**config.mk**
```make
export PLATFORM = sky130hd
export DESIGN_NAME = mac_accumulator_4x3
export DESIGN_NICKNAME = d
export VERILOG_FILES = /design/src/rtl/mac_accumulator_4x3.sv
export SDC_FILE = /design/constraint.sdc
export NUM_CORES = 1
export LEC_CHECK = 0
export BUFFER_PORTS_ARGS = -buffer_cell sky130_fd_sc_hd__buf_4
export CORE_UTILIZATION = 25
export CTS_BUF_LIST = sky130_fd_sc_hd__clkbuf_16
export DETAILED_ROUTE_END_ITERATION = 16
export GPL_TIMING_DRIVEN = 0
export PLACE_DENSITY = 0.51
export SYNTH_ARGS = -nofsm -noshare
export SYNTH_HDL_FRONTEND = slang
export SYNTH_SLANG_ARGS = --single-unit
```
**constraint.sdc**
```tcl
create_clock -name clk -period 2.3 [get_ports clk]
set_input_delay 0.23 -clock clk [delete_from_list [all_inputs] [get_ports clk]]
set_output_delay 0.23 -clock clk [all_outputs]
set_load 0.01 [all_outputs]
```
**src/rtl/mac_accumulator_4x3.sv**
```systemverilog
// mac_accumulator_4x3: valid/ready accumulate stage behind the 4x3 multiplier.
// Sums a programmed number of 7-bit products into an ACC_W-bit accumulator and
// presents the result with a sticky overflow flag.
// Optional build macro MAC_ACC_SAT_EN: saturate the accumulator on overflow
// instead of wrapping modulo 2^ACC_W.
module mac_accumulator_4x3 #(
    parameter int unsigned ACC_W = 10,
    parameter int unsigned LEN_W = 4
) (
    input  logic             clk,
    input  logic             rst_n,
    input  logic             start,
    input  logic [LEN_W-1:0] len,
    input  logic [6:0]       p,
    input  logic             p_valid,
    output logic             p_ready,
    output logic [ACC_W-1:0] acc_out,
    output logic             out_valid,
    input  logic             out_ready,
    output logic             ovf,
    output logic             busy
);

    localparam int unsigned SUM_W = ACC_W + 1;

    typedef enum logic [1:0] {
        S_IDLE = 2'd0,
        S_RUN  = 2'd1,
        S_DONE = 2'd2
    } state_t;

    state_t             state;
    state_t             state_d;

    logic [ACC_W-1:0]   acc;
    logic [ACC_W-1:0]   acc_d;
    logic [LEN_W-1:0]   cnt;
    logic [LEN_W-1:0]   cnt_d;
    logic [LEN_W-1:0]   len_q;
    logic [LEN_W-1:0]   len_q_d;
    logic [ACC_W-1:0]   acc_out_d;
    logic               out_valid_d;
    logic               ovf_d;
    logic               busy_d;

    logic               beat;
    logic               last_beat;
    logic [LEN_W-1:0]   cnt_inc;
    logic [SUM_W-1:0]   sum_w;
    logic               carry;
    logic [ACC_W-1:0]   acc_next;

    // Input port is open exactly while a run is in progress
    assign p_ready   = (state == S_RUN);
    assign beat      = p_valid & p_ready;
    assign cnt_inc   = cnt + LEN_W'(1);
    assign last_beat = (cnt_inc == len_q);

    // Widened add: the extra top bit is the carry out of the accumulator
    assign sum_w = {1'b0, acc} + SUM_W'(p);
    assign carry = sum_w[ACC_W];

`ifdef MAC_ACC_SAT_EN
    // Clamp at full scale; once clamped every later add carries again, so it stays put
    assign acc_next = carry ? {ACC_W{1'b1}} : sum_w[ACC_W-1:0];
`else
    // Wrap modulo 2^ACC_W
    assign acc_next = sum_w[ACC_W-1:0];
`endif

    // State register
    always_ff @(posedge clk or negedge rst_n) begin
        if (!rst_n) begin
            state <= S_IDLE;
        end else begin
            state <= state_d;
        end
    end

    // Next-state decode
    always_comb begin
        state_d = state;
        case (state)
            S_IDLE: begin
                if (start) begin
                    state_d = (len != '0) ? S_RUN : S_DONE;
                end
            end
            S_RUN: begin
                if (beat && last_beat) begin
                    state_d = S_DONE;
                end
            end
            S_DONE: begin
                if (out_valid && out_ready) begin
                    state_d = S_IDLE;
                end
            end
            default: state_d = S_IDLE;
        endcase
    end

    // Next values for the datapath and the registered outputs
    always_comb begin
        acc_d       = acc;
        cnt_d       = cnt;
        len_q_d     = len_q;
        acc_out_d   = acc_out;
        out_valid_d = out_valid;
        ovf_d       = ovf;
        case (state)
            S_IDLE: begin
                if (start) begin
                    acc_d = '0;
                    ovf_d = 1'b0;
                    if (len != '0) begin
                        len_q_d = len;
                        cnt_d   = '0;
                    end else begin
                        acc_out_d   = '0;
                        out_valid_d = 1'b1;
                    end
                end
            end
            S_RUN: begin
                if (beat) begin
                    acc_d = acc_next;
                    cnt_d = cnt_inc;
                    ovf_d = ovf | carry;
                    if (last_beat) begin
                        acc_out_d   = acc_next;
                        out_valid_d = 1'b1;
                    end
                end
            end
            S_DONE: begin
                if (out_valid && out_ready) begin
                    out_valid_d = 1'b0;
                end
            end
            default: begin
                out_valid_d = 1'b0;
            end
        endcase
        busy_d = (state_d != S_IDLE);
    end

    // Datapath and output registers
    always_ff @(posedge clk or negedge rst_n) begin
        if (!rst_n) begin
            acc       <= '0;
            cnt       <= '0;
            len_q     <= '0;
            acc_out   <= '0;
            out_valid <= 1'b0;
            ovf       <= 1'b0;
            busy      <= 1'b0;
        end else begin
            acc       <= acc_d;
            cnt       <= cnt_d;
            len_q     <= len_q_d;
            acc_out   <= acc_out_d;
            out_valid <= out_valid_d;
            ovf       <= ovf_d;
            busy      <= busy_d;
        end
    end

endmodule

```
After elaboration in Yosys (flattened, before gate mapping):

Index checks and enable logic that the tools add are counted.

* muxes and demuxes: 26
* equality and inequality tests: 9
* bitwise operators: 2
* reductions and logical operators: 11
* add/subtract/negate cells: 2

Operators with widths (number)
* two-way mux 10 bit: 6
* one-hot mux 10 bit (2 select lines): 2
* two-way mux 4 bit: 3
* adder 10 x 7 -> 11 bit: 1
* AND reduction 5 bit: 2
* two-way mux 2 bit: 4
* != test 2 bit, second input constant: 4
* one-hot mux 4 bit (2 select lines): 1
* two-way mux 1 bit: 7
* one-hot mux 2 bit (3 select lines): 1
* AND reduction 3 bit: 2
* adder 4 x 1 -> 4 bit, second input constant: 1
* equality test 4 bit: 1
* != test 2 x 1 -> 1 bit, second input constant: 2
* AND reduction 4 bit: 1
* nonzero test 2 bit: 2
* nonzero test 4 bit: 1
* one-hot mux 1 bit (3 select lines): 1
* equality test 2 x 1 -> 1 bit, second input constant: 1
* equality test 2 bit, second input constant: 1
* logical AND 1 bit: 2
* zero test 2 bit: 1
* one-hot mux 1 bit (2 select lines): 1
* AND 1 bit: 1
* bitwise OR 1 bit: 1

* bits in registers: 33
* output and inout bits: 14

Logic depth before layout (Yosys ltp):

* word-level depth: 6
* mapped depth: 8

Least setup slack after synthesis:

OpenSTA, ideal clock, no wires.

* path type: register -> register
* start: reg cnt[0]
* end: reg acc_out[4]
* cell stages (with the launch flop): 8
* buffers on the path: 1
* data required time: 2.179 ns
* setup slack: 0.427 ns
* arrival time: 1.752 ns
* path through: dfrtp_1 ha_1 xnor2_1 xnor2_1 nor4_4 o21ai_2 buf_6 a22o_1

* longest elaborated chain between the ends: 4

Ends and longest elaborated chain
* start: declaration: RTL line 37 `logic [LEN_W-1:0] cnt;`
* start signal: assignment: RTL line 160 `cnt <= cnt_d;`
* adder 4 x 1 -> 4 bit: RTL line 56 `assign cnt_inc = cnt + LEN_W'(1);`
* equality test 4 bit: RTL line 57 `assign last_beat = (cnt_inc == len_q);`
* != test 2 x 1 -> 1 bit (no source line)
* AND reduction 5 bit (no source line)
* end signal: assignment: RTL line 162 `acc_out <= acc_out_d;`
* end: declaration: RTL line 17 `output logic [ACC_W-1:0] acc_out,`

Every way passes these cells.
A chain may end at the register's enable or synchronous reset.

Final worst setup path:

* start: reg cnt[0]
* end: reg acc_out[7]

Same word-level chain as after synthesis.

==> flow_summary_export.csv <==
group,metric,value,unit
placement,hpwl,2.92,mm
timing,relSlewSlack,69.6,%
timing,finalHoldViolCount,0,
critical_path,crit_chain,"ha_1 > xnor2_1 > xnor2_1 > nor4_4 > o21ai_2 > buf_6 > a22o_1",
run_status,status,"finished, final reports clean",
timing,totalNegativeSetupSlack,0,ns
global_routing,grt_pass1_vias,1344,
global_routing,antenna_found_initial,0,
synth,syn-num-nets,193,
power,power.density,1290,nW/um2
synth,yosys.area.top_type,"dfrtp_1",
die,core_area,6790,um2
drt,drc,0,
power,combPwrFrac,46.8,%
clock_tree,cts_sinks,33,
power,ir_drop,523,uV
power,p_seq_share,32.4,%
final_layout,regArea,826,um2
critical_path,max_stage_delay,0.49,ns
clock_tree,htreeDepth,2,
drt,drt_iter0_drc,61,
clock_tree,cts_resized,0,
final_layout,syn_to_final_growth,27.3,%
placement,place_ws,0.181,ns
synth,synth-async-reset-ratio,100,%
synth,yosysSeqAreaShare,46.8,%
synth,syn_area,1760,um2
clock_tree,cts_setup_buffers,0,
drt,wire_per_inst,12.7,um
synth,synth_area_leaders,"dfrtp_1 (47%), a22o_1 (6.0%), ha_1 (5.7%)",
placement,placed_cell_area,2100,um2
synth,synth_edf_count,0,
placement,place_inst,293,
placement,gp_congestion,0.778,
timing,period_minus_slack,2.08,ns
drt,vias_per_cell,4.41,
timing,drv_slew,0,
min_path,hold_path.class,"in2reg",
critical_path,crit_required,2.45,ns
synth,synth_largest_type_area_fraction,46.8,%
final_layout,multi_input_area,883,um2
die,dieArea,7390,um2
clock_tree,ctsLongestPathBuffers,2,
final_layout,antennaDiodeCount,0,
die,io_pins,30,
die,start_util,25.9,%
drt,drt_first_pass_iters,4,
timing,max_freq,481,MHz
drt,routed_wirelength,3.84,mm
synth,ys_ff_latch,33,
drt,ant_nets,0,
global_routing,grt_pass1_wl,6.81,mm
timing,holdWs,0.158,ns
power,clkPwrFrac,20.8,%
timing,setup_viol,0,
critical_path,critPathKind,"reg2reg",
run,maxCapViolations,0,
critical_path,startpoint_type,"flop",
global_routing,track_usage,12.1,%
power,p_leak,0.00106,uW
drt,num_vias,1327,
clock_tree,cts_tree,"yes",
timing,setup_ws,0.221,ns
placement,io_buffers,29,
timing,skew,0.00506,ns
timing,rsz0062_at_grt,"false",
critical_path,crit_fanout,10,
synth,avgSynthCellArea,10.5,um2
final_layout,drive_gt1_share,23.4,%
timing,finalCritPeriodShare,90.4,%
synth,synth.distinct_cells,43,
global_routing,grt-ovfl-total,0,
power,switchingPower,1110,uW
clock_tree,ctsRootBufferMaster,"clkbuf_16",
final_layout,nFillCells,705,
clock_tree,clk_pin_slew,0.05,ns
die,fp.dieW,86.0,um
synth,synth_warnings,0,
clock_tree,clk_latency,0.27,ns
synth,synth_ff_type,"dfrtp_1",
timing,worst_slew_pin_slew,0.452,ns
final_layout,finalNonFillerCells,301,
synth,synth_cells,168,
die,rows,30,
power,p_int,1780,uW
global_routing,grt_max_degree,34,
final_layout,nets,230,
critical_path,end_kind,"flop",
clock_tree,hold_buffers,1,
critical_path,crit_slowest_cell,"nor4_4",
critical_path,critical_path_arrival,2.23,ns
critical_path,crit_path_frequent_cell,"xnor2_1",
final_layout,design_area,2240,um2
clock_tree,cts-buffers-inserted,5,
power,swShare,38.5,%
die,die_h,86.0,um
==> final cells by class <==
class	instances	share of cell area (%)
clock inverters	2	0.335
plain buffers	5	1.39
repair buffers	30	10.2
well taps	96	5.35
inverters	6	1.00
multi-input cells	124	39.4
flip-flops and latches	33	36.8
clock buffers	5	5.58
==> routing by layer <==
layer	share of wire, %	vias up	GRT usage (%)
met5	0	-	0
met3	4.4	5	3.18
met1	51	615	16.9
met2	43	23	17.4
met4	1.5	0	5.45
li1	-	684	-
==> cell usage in the layout, fill, tap and decap left out, types with 2 or more instances in the layout <==
cell type / synthesis / routed
buf_4: 1 / 30
o31ai_1: 2 / 2
o21a_1: 3 / 3
nor3_1: 3 / 3
inv_1: 6 / 7
xnor2_1: 7 / 7
dfrtp_1: 33 / 33
nand3_1: 4 / 4
a21oi_1: 10 / 10
clkbuf_16: 0 / 5
nor2_1: 7 / 7
o2bb2ai_1: 3 / 3
ha_1: 8 / 8
mux2_2: 4 / 4
o21ai_0: 11 / 11
xor2_1: 7 / 7
nand2_1: 19 / 19
clkbuf_1: 2 / 2
a22o_1: 12 / 12
nand2b_1: 2 / 2
==> flip-flops by register name, indices dropped and copies added, names as in the netlist <==
| name | flops |
|---|---|
| acc | 10 |
| acc_out | 10 |
| cnt | 4 |
| len_q | 4 |
| state | 2 |
| busy | 1 |
| out_valid | 1 |
| ovf | 1 |
==> final timing paths <==
kind	cells after the start	startpoint	to	slack [ns]
hold reg to reg	2	acc[0]	acc[0]	0.48
hold / removal	2	start	ovf	0.16
setup / recovery	7	cnt[0]	acc_out[7]	0.22
min in group asynchronous	2	rst_n	ovf	0.45
max in group asynchronous	2	rst_n	acc_out[8]	1.55
setup reg to reg	7	cnt[0]	acc_out[7]	0.22
==> power by group through the flow <==
stage               logic, uW  registers [uW]  clock network, uW
CTS                      1380             940                624
detailed placement       1370             946                  0
floorplan                 975             938                  0
finish                   1360             938                602
global placement         1360             946                  0
global route             1530             972                644
==> per-stage QoR <==
step	total power, uW	utilization (%)
after global placement	2300	30.9
after CTS	2940	33.0
final	2900	33.0
after detailed placement	2320	30.9
after global routing	3150	33.0
after floorplan	1910	-
==> logic make-up after synthesis <==
| group | share of synthesized area [%] |
|---|---|
| flops | 46.8 |
| compound gates | 20.4 |
| mux | 3.12 |
| simple gates | 12.8 |
| xor+xnor | 6.96 |
| buf+inv | 3.05 |
| fa+ha+maj | 6.81 |
==> worst max-delay path: cells and delay by family, from the launching register on <==
family / cells / cell delay, ns
and+or+nand+nor: 1 / 0.49
AOI/OAI and AO/OA: 2 / 0.34
adders and majority gates: 1 / 0.26
buffers and inverters: 1 / 0.16
xor gates and xnor gates: 2 / 0.30
DFF: 1 / 0.42
==> cell usage after synthesis, types with 4 or more instances <==
cell type  count
nand2_1       19
xor2_1         7
ha_1           8
nor2_1         7
o21ai_0       11
a21oi_1       10
mux2_2         4
inv_1          6
nand3_1        4
dfrtp_1       33
xnor2_1        7
a22o_1        12
(Power assumes the default switching activity.)
